`config.mk`:
```
export PLATFORM = sky130hd
export DESIGN_NAME = seg7_scan_decoder
export DESIGN_NICKNAME = d
export VERILOG_FILES = /design/src/rtl/seg7_scan_decoder.sv
export SDC_FILE = /design/constraint.sdc
export NUM_CORES = 1
export LEC_CHECK = 0
export CAP_MARGIN = 40
export CORE_MARGIN = 8
export CORE_UTILIZATION = 55
export DETAILED_ROUTE_END_ITERATION = 8
export PLACE_DENSITY = 0.74
export SLEW_MARGIN = 20
export SYNTH_ARGS = -nofsm -noshare
export SYNTH_HDL_FRONTEND = slang
export SYNTH_SLANG_ARGS = --single-unit
```
`constraint.sdc`:
```
create_clock -name C50 -period 4.41 [get_ports C50]
set_clock_uncertainty 0.05 [all_clocks]
set_input_delay 0.6615 -clock C50 [delete_from_list [all_inputs] [get_ports C50]]
set_output_delay 0.6615 -clock C50 [all_outputs]
set_load 0.005 [all_outputs]
```
`src/rtl/seg7_scan_decoder.sv`:
```
// Recovers per-digit 4-bit codes from a multiplexed active-low anode/segment bus.
// Optional decimal-point capture is enabled with `define SEG7_DP_EN.
module seg7_scan_decoder #(
  parameter int unsigned N_DIG         = 4,
  parameter int unsigned STABLE_CYCLES = 8,
  parameter int unsigned TIMEOUT       = 1_000_000
) (
  input  logic                 C50,
  input  logic                 Rst,
  input  logic [N_DIG-1:0]     Anodo,
  input  logic [6:0]           D,
`ifdef SEG7_DP_EN
  input  logic                 DP,
  output logic [N_DIG-1:0]     Punto,
`endif
  output logic [4*N_DIG-1:0]   Codigo,
  output logic [N_DIG-1:0]     Valido,
  output logic                 Nuevo,
  output logic                 ErrPat,
  output logic                 Conflicto
);

  localparam int unsigned IW = (N_DIG > 1) ? $clog2(N_DIG) : 1;
  localparam int unsigned TW = $clog2(TIMEOUT + 1);
`ifdef SEG7_DP_EN
  localparam int unsigned SW = IW + 8;
`else
  localparam int unsigned SW = IW + 7;
`endif

  localparam logic [1:0] IDLE   = 2'd0;
  localparam logic [1:0] TRACK  = 2'd1;
  localparam logic [1:0] LOCKED = 2'd2;

  function automatic logic [4:0] decode(input logic [6:0] seg);
    case (seg)
      7'b0000001: return {1'b1, 4'h0};
      7'b1001111: return {1'b1, 4'h1};
      7'b0010010: return {1'b1, 4'h2};
      7'b0000110: return {1'b1, 4'h3};
      7'b1001100: return {1'b1, 4'h4};
      7'b0100100: return {1'b1, 4'h5};
      7'b0100000: return {1'b1, 4'h6};
      7'b0001111: return {1'b1, 4'h7};
      7'b0000000: return {1'b1, 4'h8};
      7'b0000100: return {1'b1, 4'h9};
      7'b1111110: return {1'b1, 4'hA};
      7'b1111111: return {1'b1, 4'hF};
      default:    return {1'b0, 4'hF};
    endcase
  endfunction

  logic [N_DIG-1:0] an_s1, an_s2;
  logic [6:0]       d_s1, d_s2;
`ifdef SEG7_DP_EN
  logic             dp_s1, dp_s2;
`endif

  always_ff @(posedge C50) begin
    if (Rst) begin
      an_s1 <= '1;
      an_s2 <= '1;
      d_s1  <= '1;
      d_s2  <= '1;
    end else begin
      an_s1 <= Anodo;
      an_s2 <= an_s1;
      d_s1  <= D;
      d_s2  <= d_s1;
    end
  end

`ifdef SEG7_DP_EN
  always_ff @(posedge C50) begin
    if (Rst) begin
      dp_s1 <= 1'b1;
      dp_s2 <= 1'b1;
    end else begin
      dp_s1 <= DP;
      dp_s2 <= dp_s1;
    end
  end
`endif

  logic [1:0]    nlow;
  logic [IW-1:0] cur_idx;
  logic [SW-1:0] cur_samp;
  logic          single, multi, same;

  // Low-anode count saturates at 2: only none/one/many matter.
  always_comb begin
    nlow    = '0;
    cur_idx = '0;
    for (int unsigned i = 0; i < N_DIG; i++) begin
      if (!an_s2[i]) begin
        if (nlow != 2'd2) nlow = nlow + 2'd1;
        cur_idx = IW'(i);
      end
    end
  end

`ifdef SEG7_DP_EN
  assign cur_samp = {cur_idx, d_s2, dp_s2};
`else
  assign cur_samp = {cur_idx, d_s2};
`endif

  logic [1:0]    state, state_n;
  logic [SW-1:0] samp, samp_n;
  logic [7:0]    cnt, cnt_n;
  logic          multi_q;
  logic          hit;

  assign single = (nlow == 2'd1);
  assign multi  = (nlow == 2'd2);
  assign same   = single && (cur_samp == samp);

  always_comb begin
    state_n = state;
    samp_n  = samp;
    cnt_n   = cnt;
    hit     = 1'b0;
    case (state)
      IDLE: begin
        if (single) begin
          samp_n  = cur_samp;
          cnt_n   = 8'd1;
          state_n = TRACK;
        end
      end
      TRACK: begin
        if (same) begin
          cnt_n = cnt + 8'd1;
          if (cnt_n == 8'(STABLE_CYCLES)) begin
            hit     = 1'b1;
            state_n = LOCKED;
          end
        end else if (single) begin
          samp_n = cur_samp;
          cnt_n  = 8'd1;
        end else begin
          state_n = IDLE;
        end
      end
      LOCKED: begin
        if (!same) begin
          if (single) begin
            samp_n  = cur_samp;
            cnt_n   = 8'd1;
            state_n = TRACK;
          end else begin
            state_n = IDLE;
          end
        end
      end
      default: state_n = IDLE;
    endcase
  end

  // A hit never changes samp, so the stored sample names the digit being committed.
  logic [IW-1:0] s_idx;
  logic [6:0]    s_d;
  logic [4:0]    dec;
  logic [3:0]    old_code;
  logic          commit, errp;

  assign s_idx    = samp[SW-1 -: IW];
  assign s_d      = samp[SW-IW-1 -: 7];
  assign dec      = decode(s_d);
  assign commit   = hit & dec[4];
  assign errp     = hit & ~dec[4];
  assign old_code = Codigo[4*s_idx +: 4];

  logic [TW-1:0] tcnt [N_DIG];

  always_ff @(posedge C50) begin
    if (Rst) begin
      state     <= IDLE;
      samp      <= '0;
      cnt       <= '0;
      multi_q   <= 1'b0;
      Codigo    <= '1;
      Valido    <= '0;
      Nuevo     <= 1'b0;
      ErrPat    <= 1'b0;
      Conflicto <= 1'b0;
`ifdef SEG7_DP_EN
      Punto     <= '0;
`endif
      for (int unsigned i = 0; i < N_DIG; i++) tcnt[i] <= '0;
    end else begin
      state     <= state_n;
      samp      <= samp_n;
      cnt       <= cnt_n;
      multi_q   <= multi;
      Conflicto <= multi & ~multi_q;
      ErrPat    <= errp;
      Nuevo     <= commit && (old_code != dec[3:0]);
      // Commit takes priority over a timeout landing on the same digit.
      for (int unsigned i = 0; i < N_DIG; i++) begin
        if (commit && (s_idx == IW'(i))) begin
          tcnt[i]          <= '0;
          Valido[i]        <= 1'b1;
          Codigo[4*i +: 4] <= dec[3:0];
`ifdef SEG7_DP_EN
          Punto[i]         <= ~samp[0];
`endif
        end else if (tcnt[i] != TW'(TIMEOUT)) begin
          tcnt[i] <= tcnt[i] + 1'b1;
          if (tcnt[i] == TW'(TIMEOUT - 1)) Valido[i] <= 1'b0;
        end else begin
          Valido[i] <= 1'b0;
        end
      end
    end
  end

endmodule

```
==> results of run 1 <==
==> registers in the layout, summed over array words and instances (netlist names) <==
| signal | cells |
|---|---|
| Codigo | 16 |
| Conflicto | 1 |
| ErrPat | 1 |
| Nuevo | 1 |
| Valido | 4 |
| an_s1 | 4 |
| an_s2 | 4 |
| cnt | 8 |
| d_s1 | 7 |
| d_s2 | 7 |
| multi_q | 1 |
| samp | 9 |
| state | 2 |
| tcnt | 80 |
==> placed cells by master (no fill, tap or decap), types with 12 or more instances in the layout <==
master | Yosys | layout
nand4_1 | 16 | 16
dfxtp_1 | 65 | 65
mux2i_1 | 27 | 27
xnor2_1 | 25 | 25
clkdlybuf4s50_1 | 0 | 34
and3_1 | 15 | 15
xor2_1 | 59 | 59
clkbuf_16 | 0 | 19
nand2_1 | 49 | 49
nand2b_1 | 19 | 19
a21oi_1 | 12 | 12
ha_1 | 18 | 18
edfxtp_1 | 80 | 80
nor2_1 | 135 | 135
inv_1 | 20 | 20
or2_2 | 24 | 24
nand3_1 | 38 | 38
==> cell usage after synthesis, types with 5 or more instances <==
cell type | instances | area share, %
a21oi_1 | 12 | 0.79
a31oi_1 | 5 | 0.41
and3_1 | 15 | 1.2
and4_1 | 6 | 0.69
buf_2 | 14 | 0.92
clkbuf_1 | 11 | 0.54
dfxtp_1 | 65 | 17
edfxtp_1 | 80 | 31
ha_1 | 18 | 3.0
inv_1 | 20 | 0.98
mux2i_1 | 27 | 3.5
nand2_1 | 49 | 2.4
nand2b_1 | 19 | 1.6
nand3_1 | 38 | 2.5
nand4_1 | 16 | 1.3
nor2_1 | 135 | 6.6
nor2b_1 | 9 | 0.74
nor3_1 | 10 | 0.66
nor3b_1 | 5 | 0.49
nor4_1 | 11 | 0.90
o21ai_0 | 7 | 0.46
or2_2 | 24 | 2.0
or3_1 | 6 | 0.49
xnor2_1 | 25 | 2.9
xor2_1 | 59 | 6.8
==> routing by layer <==
layer | global-route usage, % | vias up | part of all wire, % | routed length [um]
met5 | 0 | - | 0 | 0
met4 | 6.67 | 0 | 1.4 | 207
met3 | 4.56 | 19 | 4.6 | 705
met2 | 29.2 | 102 | 49 | 7440
met1 | 22.0 | 2605 | 45 | 6850
li1 | - | 2707 | - | -
==> worst max-delay path by stage <==
stage,end,slack [ns],cells after the start
after floorplan,tcnt[1][0],1.21,10
after global placement,tcnt[2][17],0.90,11
after detailed placement,tcnt[2][12],0.76,11
after CTS,tcnt[2][18],0.75,11
after global routing,tcnt[2][18],0.41,11
final,tcnt[2][6],0.76,11
==> area by class of cell <==
type,count,share of cell area [%]
multi-input combinational,560,42.6
timing repair buffer,40,4.36
tap,180,2.58
sequential,145,42.5
clock inverter,11,1.28
inverter,21,0.905
clock buffer,21,5.77
==> worst register-to-register path: stages, from the launching register on <==
cell     delay [ns]
dfxtp_1        0.37
inv_1          0.07
ha_1           0.27
mux2i_1        0.19
ha_1           0.26
or2_2          0.27
o31ai_1        0.12
and2_2         0.29
nand4_4        0.18
nor4b_4        0.58
or3_1          0.62
nor2_1         0.13
==> metrics by stage <==
stage | hold WS, ns | instance area (um^2) | power, W | setup slack [ns]
6_report | 0.349 | 8710 | 0.00322 | 0.755
3_3_place_gp | 0.343 | 8100 | 0.00176 | 0.898
3_5_place_dp | 0.342 | 8100 | 0.00177 | 0.757
4_1_cts | 0.360 | 8710 | 0.00324 | 0.747
5_1_grt | 0.367 | 8710 | 0.00333 | 0.412
2_1_floorplan | 0.325 | 7630 | 0.00172 | 1.21
==> logic make-up (layout without fill, tap and decap cells) <==
| family | after synthesis | in the layout |
|---|---|---|
| AO/OA/AOI/OAI | 44 | 44 |
| flip-flops | 145 | 145 |
| buffers and inverters | 50 | 93 |
| XOR/XNOR | 84 | 84 |
| adder cells (fa/ha/maj) | 18 | 18 |
| multiplexers | 32 | 32 |
| AND/OR/NAND/NOR | 382 | 382 |
==> power by group <==
| group | internal [W] | switching [W] |
|---|---|---|
| logic | 0.000114 | 0.000141 |
| registers | 0.00145 | 0.0000440 |
| clock network | 0.000886 | 0.000587 |
| total | 0.00245 | 0.000772 |
==> results.tsv, run 1 <==
metric	value	unit
outcome	finished clean	
final non-filler cell total	978	
Syn Nets	786	
Reg area	3700	um^2
mux share of post-synthesis cell area	4.87	%
Core Box Area	13700	um^2
share of cells above drive strength 1	11.4	%
worst reg-to-reg path cell count	11	
Post-Synthesis Cell Area	7630	um^2
synthesis-stage register bit count	145	
Critical Path Slowest Stage Cell	or3_1	
RSZ-0062 raised after global routing	no	
Clock H-tree levels	4	
total track usage	17.7	%
startpoint types	flip-flop	
HP Class	flip-flop to flip-flop	
Setup TNS	0	ns
YS warnings	0	
clock tree sinks	145	
die width	134	um
final design utilization	63.5	%
asr flop ratio synth	0	%
Worst R2R Setup Slack	0.76	ns
Max-slew headroom	53.8	%
WHS Path Cells	1	
R2R Path End	tcnt[2][6]	
per-cell routed wire length	15.5	um
cell count after synthesis	755	
initial antenna violation count	0	
Post-CTS Setup Bufs	0	
cts hold-fix bufs	0	
critical path arrival	3.75	ns
Post-synth EDFFs	80	
Critical Path Source	an_s2[1]	
post-route ant nets	0	
Synth Area in Compound Gates	3.76	%
Cells after DPL	945	
Remaining DRCs	0	
Antenna Cells	0	
Starting DRT DRC Count	353	
Clock transition at path regs	0.06	ns
P_leak	3.35	nW
slowest stage delay, CP	0.61	ns
Critical Path, Cell by Cell	inv_1, ha_1, mux2i_1, ha_1, or2_2, o31ai_1, and2_2, nand4_4, nor4b_4, or3_1, nor2_1	
fin crit share	82.9	%
Pwr Density	369	nW/um^2
Worst Setup End Kind	flip-flop	
first-pass iteration count of the detailed router	4	
Critical Path Most Common Cell	ha_1	
Distinct cells, synth	65	
post-synthesis xor/xnor area fraction	9.64	%
Worst-Margin Slew	0.690	ns
largest family of logic cells by synthesized area	simple AND/OR/NAND/NOR gates	
cts bufs inserted	17	
final hold violations	0	
clock root buffer	clkbuf_16	
Final min period	3.65	ns
Detailed Route WL	15.2	mm
port bufs	35	
Peak VDD IR	0.297	mV
ys flop type	edfxtp_1	
Max Freq	0.274	GHz
quantity of gates resized following cts	0	
vias in the first global route	5430	
vias per cell	5.56	
io pins	36	
NumNets Final	816	
Die H	134	um
worst skew pair latency	0.42	ns
worst-path fanout max	20	
Post-Synth Adder-Cell Area	2.95	%
reg2reg start	an_s2[1]	
WP buf/inv	1	
multi-input logic area	3710	um^2
vias	5433	
Starting Density	55.6	%
CP Class	flip-flop to flip-flop	
Seq/Total Area, Yosys	48.5	%
placer congestion estimate	0.789	
Min-Delay Endpoint	Conflicto	
# rows	43	
critical path's top delay family	simple AND/OR/NAND/NOR gates	
HPWL after detailed placement	10.6	mm
Mean Syn Cell Area	10.1	um^2
first-pass GRT wire length	26.0	mm
Area growth syn-to-layout	14.2	%
grt total ovfl	0	
hold path startpoint	multi_q	
final setup vio count	0	
fillers	1106	
Max-Cap Viols	0	
post-synthesis simple-gate area fraction	27.4	%
CP required	4.51	ns
largest net degree at the start of global routing	43	
die area	17900	um^2
Slew Limit Fails	0	
clock buffer depth	2	
TritonCTS clock tree	done	
Power figures use the tool's default switching activity.
==> run 2, diff against run 1 <==
--- a/config.mk
+++ b/config.mk
@@ -9,7 +9,7 @@
 export CORE_MARGIN = 8
 export CORE_UTILIZATION = 55
 export DETAILED_ROUTE_END_ITERATION = 8
-export PLACE_DENSITY = 0.74
+export PLACE_DENSITY = 0.77
 export SLEW_MARGIN = 20
 export SYNTH_ARGS = -nofsm -noshare
 export SYNTH_HDL_FRONTEND = slang
==> constraint.sdc (replaced) <==
create_clock -name C50 -period 3 [get_ports C50]
set_clock_uncertainty 0.05 [all_clocks]
set_input_delay 0.45 -clock C50 [delete_from_list [all_inputs] [get_ports C50]]
set_output_delay 0.45 -clock C50 [all_outputs]
set_load 0.005 [all_outputs]
==> results.tsv, run 2 (same netlist as run 1, synthesis figures left out) <==
metric	value	unit	change
worst reg-to-reg path cell count	15		+4
RSZ-0062 raised after global routing	yes		
Detailed Route WL	15.6	mm	+2.7%
reg2reg start	an_s2[1]		
startpoint types	flip-flop		
share of cells above drive strength 1	15.4	%	+4.0 points
HPWL after detailed placement	10.5	mm	-1.2%
P_leak	3.52	nW	+5.2%
R2R Path End	tcnt[3][9]		
final worst slack	0.0678	ns	-0.687 ns
Critical Path, Cell by Cell	inv_2, ha_4, mux2i_2, ha_1, or2_4, o31ai_4, and2_4, nand4_4, buf_6, nor4b_4, buf_4, or3_4, buf_6, buf_16, nor2_1		
Critical Path Most Common Cell	buf_6		
TritonCTS clock tree	done		
commonest non-fill, non-tap cell in the layout	nor2_1		
Die H	134	um	unchanged
vias per cell	5.49		-1.2%
number of flip-flops in the largest register	80		unchanged
worst skew pair latency	0.43	ns	about the same
slowest stage delay, CP	0.36	ns	-0.25 ns
final setup vio count	0		unchanged
Worst R2R Setup Slack	0.07	ns	-0.69 ns
Max-Cap Viols	0		unchanged
post-route ant nets	0		unchanged
Starting DRT DRC Count	267		-24%
outcome	finished clean		
Cell Int Power	0.00370	W	+51%
Slew Limit Fails	0		unchanged
post-route cell area	9090	um^2	+4.3%
sw frac	23.0	%	-0.96 points
NumNets Final	842		+3.2%
fillers	1083		-2.1%
WP buf/inv	5		+4
Peak VDD IR	0.419	mV	+41%
pre-CTS setup slack	-0.124	ns	-0.882 ns
Reg area	3710	um^2	about the same
per-cell routed wire length	15.6	um	about the same
cts bufs inserted	17		unchanged
Cells after DPL	963		+1.9%
HP Class	flip-flop to flip-flop		
Pwr Density	529	nW/um^2	+43%
sequential power share	45.5	%	-0.8 points
Tot Pwr	0.00481	W	+50%
grt total ovfl	0		unchanged
P_sw	0.00111	W	+44%
port bufs	35		unchanged
Max Freq	0.341	GHz	+25%
clock tree sinks	145		unchanged
io pins	36		unchanged
Worst Setup End Kind	flip-flop		
Starting Density	55.6	%	unchanged
vias in the first global route	5648		+4.0%
largest net degree at the start of global routing	40		-7.0%
clock root buffer	clkbuf_16		
Min-Delay Endpoint	Conflicto		
Clock Power Share	45.8	%	about the same
Clock H-tree levels	4		unchanged
first-pass GRT wire length	26.4	mm	+1.3%
Biggest register	tcnt		
fin crit share	97.7	%	+15 points
Core Box Area	13700	um^2	unchanged
Antenna Cells	0		unchanged
first-pass iteration count of the detailed router	4		unchanged
placer congestion estimate	0.787		-0.24%
total track usage	18.3	%	+0.55 points
Worst-Margin Slew	0.713	ns	+0.0230 ns
Area growth syn-to-layout	19.2	%	
final non-filler cell total	1004		+2.7%
worst-path fanout max	5		-75%
biggest regs	tcnt x80, Codigo x16, samp x9		
CP required	3.13	ns	-1.38 ns
Gate power share	8.8	%	+0.9 points
# rows	43		unchanged
initial antenna violation count	0		unchanged
most frequent cells in the layout	131 x nor2_1, 80 x edfxtp_1, 63 x dfxtp_1		
multi-input logic area	3810	um^2	+2.7%
vias	5512		+1.5%
final hold violations	0		unchanged
critical path arrival	3.06	ns	-0.69 ns
Clock transition at path regs	0.06	ns	about the same
WHS Path Cells	1		unchanged
die area	17900	um^2	unchanged
Remaining DRCs	0		unchanged
CP Class	flip-flop to flip-flop		
critical path's top delay family	simple AND/OR/NAND/NOR gates		
Setup TNS	0	ns	unchanged
die width	134	um	unchanged
Cell Area, Placed	8300	um^2	+2.5%
hold path startpoint	multi_q		
clock buffer depth	2		unchanged
Final min period	2.93	ns	-0.723 ns
Max-slew headroom	52.0	%	-1.8 points
Critical Path Slowest Stage Cell	dfxtp_2		
==> run 2: worst max path at each step <==
| stage | slack [ns] | to | depth (start not counted) | start |
|---|---|---|---|---|
| after floorplan | 0.02 | tcnt[1][0] | 10 | an_s2[0] |
| after global placement | -0.01 | Nuevo | 12 | an_s2[0] |
| after detailed placement | -0.12 | tcnt[3][3] | 11 | an_s2[1] |
| after CTS | -0.02 | tcnt[3][13] | 14 | an_s2[0] |
| after global routing | -0.05 | tcnt[3][9] | 15 | an_s2[1] |
| final | 0.07 | tcnt[3][9] | 15 | an_s2[1] |
==> run 2: what timing repair did <==
| action | in CTS | in global routing |
|---|---|---|
| gates resized for setup | 8 | 17 |
| setup buffers | 5 | 2 |
| gates cloned | 3 | 0 |
| setup endpoints to repair | 157 | 150 |
| pin swaps | 5 | 11 |
| hold buffers | 0 | 0 |
==> run 2: layout make-up <==
type | instances | area share (%)
Clock inverter | 10 | 1.25
Timing Repair Buffer | 65 | 7.13
Sequential cell | 145 | 40.8
Multi-Input combinational cell | 561 | 41.9
Tap cell | 180 | 2.48
Inverter | 21 | 0.867
Clock buffer | 22 | 5.59
==> run 2: power by group through the flow <==
| stage | combinational, W | sequential [W] | clock [W] |
|---|---|---|---|
| 3_3_place_gp | 0.000380 | 0.00222 | 0 |
| 3_5_place_dp | 0.000400 | 0.00223 | 0 |
| 4_1_cts | 0.000423 | 0.00219 | 0.00223 |
| 5_1_grt | 0.000464 | 0.00219 | 0.00232 |
| 2_1_floorplan | 0.000341 | 0.00219 | 0 |
| 6_report | 0.000421 | 0.00219 | 0.00220 |
==> run 2: routing by layer <==
metal / part of all wire, % / global-route usage (%) / wire [um] / up-vias
met2: 49 / 29.9 / 7640 / 94
met4: 2.2 / 8.98 / 350 / 0
li1: - / - / - / 2762
met5: 0 / 0 / 0 / -
met3: 3.3 / 4.11 / 513 / 29
met1: 46 / 22.3 / 7110 / 2627
==> run 2: per-stage QoR <==
stage,utilization [%],hold WS [ns]
5_1_grt,66.3,0.362
3_3_place_gp,60.5,0.337
4_1_cts,66.1,0.350
3_5_place_dp,60.5,0.341
6_report,66.3,0.342
2_1_floorplan,-,0.325
==> run 3, diff against run 2 <==
--- a/config.mk
+++ b/config.mk
@@ -5,11 +5,12 @@
 export SDC_FILE = /design/constraint.sdc
 export NUM_CORES = 1
 export LEC_CHECK = 0
+export ABC_AREA = 1
 export CAP_MARGIN = 40
 export CORE_MARGIN = 8
 export CORE_UTILIZATION = 55
 export DETAILED_ROUTE_END_ITERATION = 8
-export PLACE_DENSITY = 0.77
+export PLACE_DENSITY = 0.76
 export SLEW_MARGIN = 20
 export SYNTH_ARGS = -nofsm -noshare
 export SYNTH_HDL_FRONTEND = slang
==> results.tsv, run 3 <==
metric	value	unit	change
CP Class	flip-flop to flip-flop		
biggest regs	tcnt x80, Codigo x16, samp x9		
cell count after synthesis	1057		+40%
Pwr Density	503	nW/um^2	-4.9%
Post-CTS Setup Bufs	0		-5
port bufs	35		unchanged
fin crit share	91.9	%	-5.8 points
Distinct cells, synth	40		-38%
synth cell count leaders	218 x nand2_1, 140 x inv_1, 136 x nor2_1, 80 x edfxtp_1, 68 x nand3_1		
HPWL after detailed placement	11.8	mm	+13%
WP buf/inv	2		-3
Syn Nets	1088		+38%
Yosys top cell area share	28.6	%	-2.9 points
routing usage on met3	3.45	%	-0.66 points
critical path arrival	2.86	ns	-0.20 ns
TritonCTS clock tree	done		
post-route ant nets	0		unchanged
P_leak	3.87	nW	+9.8%
Final min period	2.76	ns	-0.175 ns
die width	140	um	+4.4%
dominant cell type by area after synthesis	edfxtp_1		
most used routing layer	met2		
startpoint types	flip-flop		
HP Class	flip-flop to flip-flop		
hold path startpoint	multi_q		
Seq/Total Area, Yosys	44.1	%	-4.5 points
critical path's top delay family	simple AND/OR/NAND/NOR gates		
first-pass iteration count of the detailed router	5		+1
Mean Syn Cell Area	7.95	um^2	-21%
vias per cell	5.17		-5.9%
grt total ovfl	0		unchanged
ys flop type	edfxtp_1		
RSZ-0062 raised after global routing	no		
Core Box Area	15100	um^2	+10%
initial antenna violation count	0		unchanged
global-route track usage on met1	21.9	%	-0.41 points
YS warnings	0		unchanged
cts hold-fix bufs	0		unchanged
Starting Density	55.7	%	+0.10 points
number of flip-flops in the largest register	80		unchanged
first-pass GRT wire length	28.9	mm	+9.4%
reg2reg start	an_s2[1]		
Slew Limit Fails	0		unchanged
Worst R2R Setup Slack	0.24	ns	+0.17 ns
Critical Path Slowest Stage Cell	nand3b_2		
clock tree sinks	145		unchanged
R2R Path End	tcnt[1][16]		
Area growth syn-to-layout	13.4	%	
worst reg-to-reg path cell count	12		-3
commonest non-fill, non-tap cell in the layout	nand2_1		
Post-Synthesis Cell Area	8410	um^2	+10%
largest cells by area after synthesis	edfxtp_1 29%, dfxtp_1 15%, nand2_1 9.7%		
fillers	1300		+20%
asr flop ratio synth	0	%	unchanged
Biggest register	tcnt		
slowest stage delay, CP	0.39	ns	+0.03 ns
worst-path fanout max	20		+15
Clock transition at path regs	0.06	ns	about the same
clock root buffer	clkbuf_16		
Peak VDD IR	0.475	mV	+13%
final hold violations	0		unchanged
cts bufs inserted	17		unchanged
CP required	3.11	ns	-0.02 ns
placer congestion estimate	0.886		+13%
vias	6717		+22%
Starting DRT DRC Count	367		+37%
Antenna Cells	0		unchanged
Critical Path Source	an_s2[1]		
largest net degree at the start of global routing	37		-7.5%
quantity of gates resized following cts	0		-8
synthesis-stage register bit count	145		unchanged
Clock H-tree levels	4		unchanged
share of cells above drive strength 1	11.8	%	-3.6 points
Setup TNS	0	ns	unchanged
Detailed Route WL	16.6	mm	+6.0%
WHS Path Cells	1		unchanged
clock buffer depth	2		unchanged
Critical Path, Cell by Cell	inv_1, ha_1, nand2_1, o21ai_1, inv_1, ha_1, mux2i_2, nand3_2, nor2_4, nand4_4, nand3b_2, nor2_1		
worst skew pair latency	0.42	ns	about the same
Max-Cap Viols	0		unchanged
final setup vio count	0		unchanged
NumNets Final	1130		+34%
die area	19500	um^2	+8.9%
GR Layer Usage met2	30.0	%	about the same
Min-Delay Endpoint	Conflicto		
outcome	finished clean		
most frequent cell after synthesis	nand2_1		
Die H	140	um	+4.4%
io pins	36		unchanged
Max-slew headroom	44.2	%	-7.8 points
Post-synth EDFFs	80		unchanged
total track usage	17.9	%	-0.41 points
Worst Setup End Kind	flip-flop		
# rows	45		+4.7%
Max Freq	0.363	GHz	+6.3%
Tot Pwr	0.00480	W	-0.30%
vias in the first global route	6346		+12%
Worst-Margin Slew	0.834	ns	+0.121 ns
most frequent cells in the layout	218 x nand2_1, 140 x inv_1, 136 x nor2_1		
per-cell routed wire length	12.7	um	-18%
Remaining DRCs	0		unchanged
-- run 3: changes by cell type in the layout (fill, tap and decap cells not counted), moves of 18 or more --
cell,previous run,this run
nand2_1,49,218
inv_1,18,140
nor2_2,0,34
nand3_1,38,68
nand4_1,16,44
mux2i_1,26,0
nor3_1,10,34
nand2b_1,19,1
-- run 3: worst reg2reg max path: stages (launching register included) --
cell      delay (ns)
dfxtp_1         0.35
inv_1           0.07
ha_1            0.26
nand2_1         0.04
o21ai_1         0.09
inv_1           0.06
ha_1            0.30
mux2i_2         0.20
nand3_2         0.17
nor2_4          0.26
nand4_4         0.18
nand3b_2        0.39
nor2_1          0.08
-- run 3: report_power, final --
group          switching [W]  internal [W]  total, W
clock network       0.000804       0.00127   0.00207
logic               0.000369      0.000172  0.000541
registers          0.0000500       0.00213   0.00218
-- run 3: layout make-up --
cell class / count / area [um^2] / share of cell area, %
Multi-Input combinational cell: 737 / 3970 / 41.6
Tap cell: 188 / 235 / 2.47
Clock buffer: 23 / 509 / 5.34
Timing Repair Buffer: 46 / 470 / 4.93
Inverter: 152 / 571 / 5.98
Clock inverter: 9 / 75.1 / 0.787
Sequential cell: 145 / 3700 / 38.8
-- run 3: cells by family (layout without fill, tap and decap cells) --
logic type	count (synthesis)	count (layout)	share of synthesized area (%)
buffers and inverters	175	230	8.71
DFF	145	145	44.1
and+or+nand+nor	601	601	34.2
muxes	1	1	0.164
xor gates and xnor gates	68	68	7.08
adders and majority gates	18	18	2.68
AOI/OAI and AO/OA	49	49	3.14
-- run 3: per-stage QoR --
| step | std cells | hold WS [ns] | worst slack, ns | util, % | cell area (um^2) |
|---|---|---|---|---|---|
| 2_1_floorplan | 1057 | 0.322 | 0.140 | - | 8410 |
| 3_3_place_gp | 1268 | 0.329 | 0.311 | 59.3 | 8950 |
| 3_5_place_dp | 1268 | 0.332 | 0.211 | 59.3 | 8950 |
| 4_1_cts | 1300 | 0.341 | 0.217 | 63.2 | 9540 |
| 5_1_grt | 1300 | 0.360 | 0.0103 | 63.2 | 9540 |
| 6_report | 1300 | 0.336 | 0.243 | 63.2 | 9540 |
-- run 3: how the worst max path moves through the flow --
stage                  endpoint  slack, ns  depth (start not counted)
floorplan            tcnt[3][0]       0.14                         13
global placement     tcnt[1][4]       0.31                         12
detailed placement  tcnt[1][16]       0.21                         12
CTS                 tcnt[1][14]       0.22                         12
global route         tcnt[1][0]       0.01                         12
finish              tcnt[1][16]       0.24                         12
-- run 3: routing by layer --
metal	part of all wire [%]	vias to the layer above
met5	0	-
met4	2.6	0
met3	3.9	28
met2	48	129
met1	46	3052
li1	-	3508
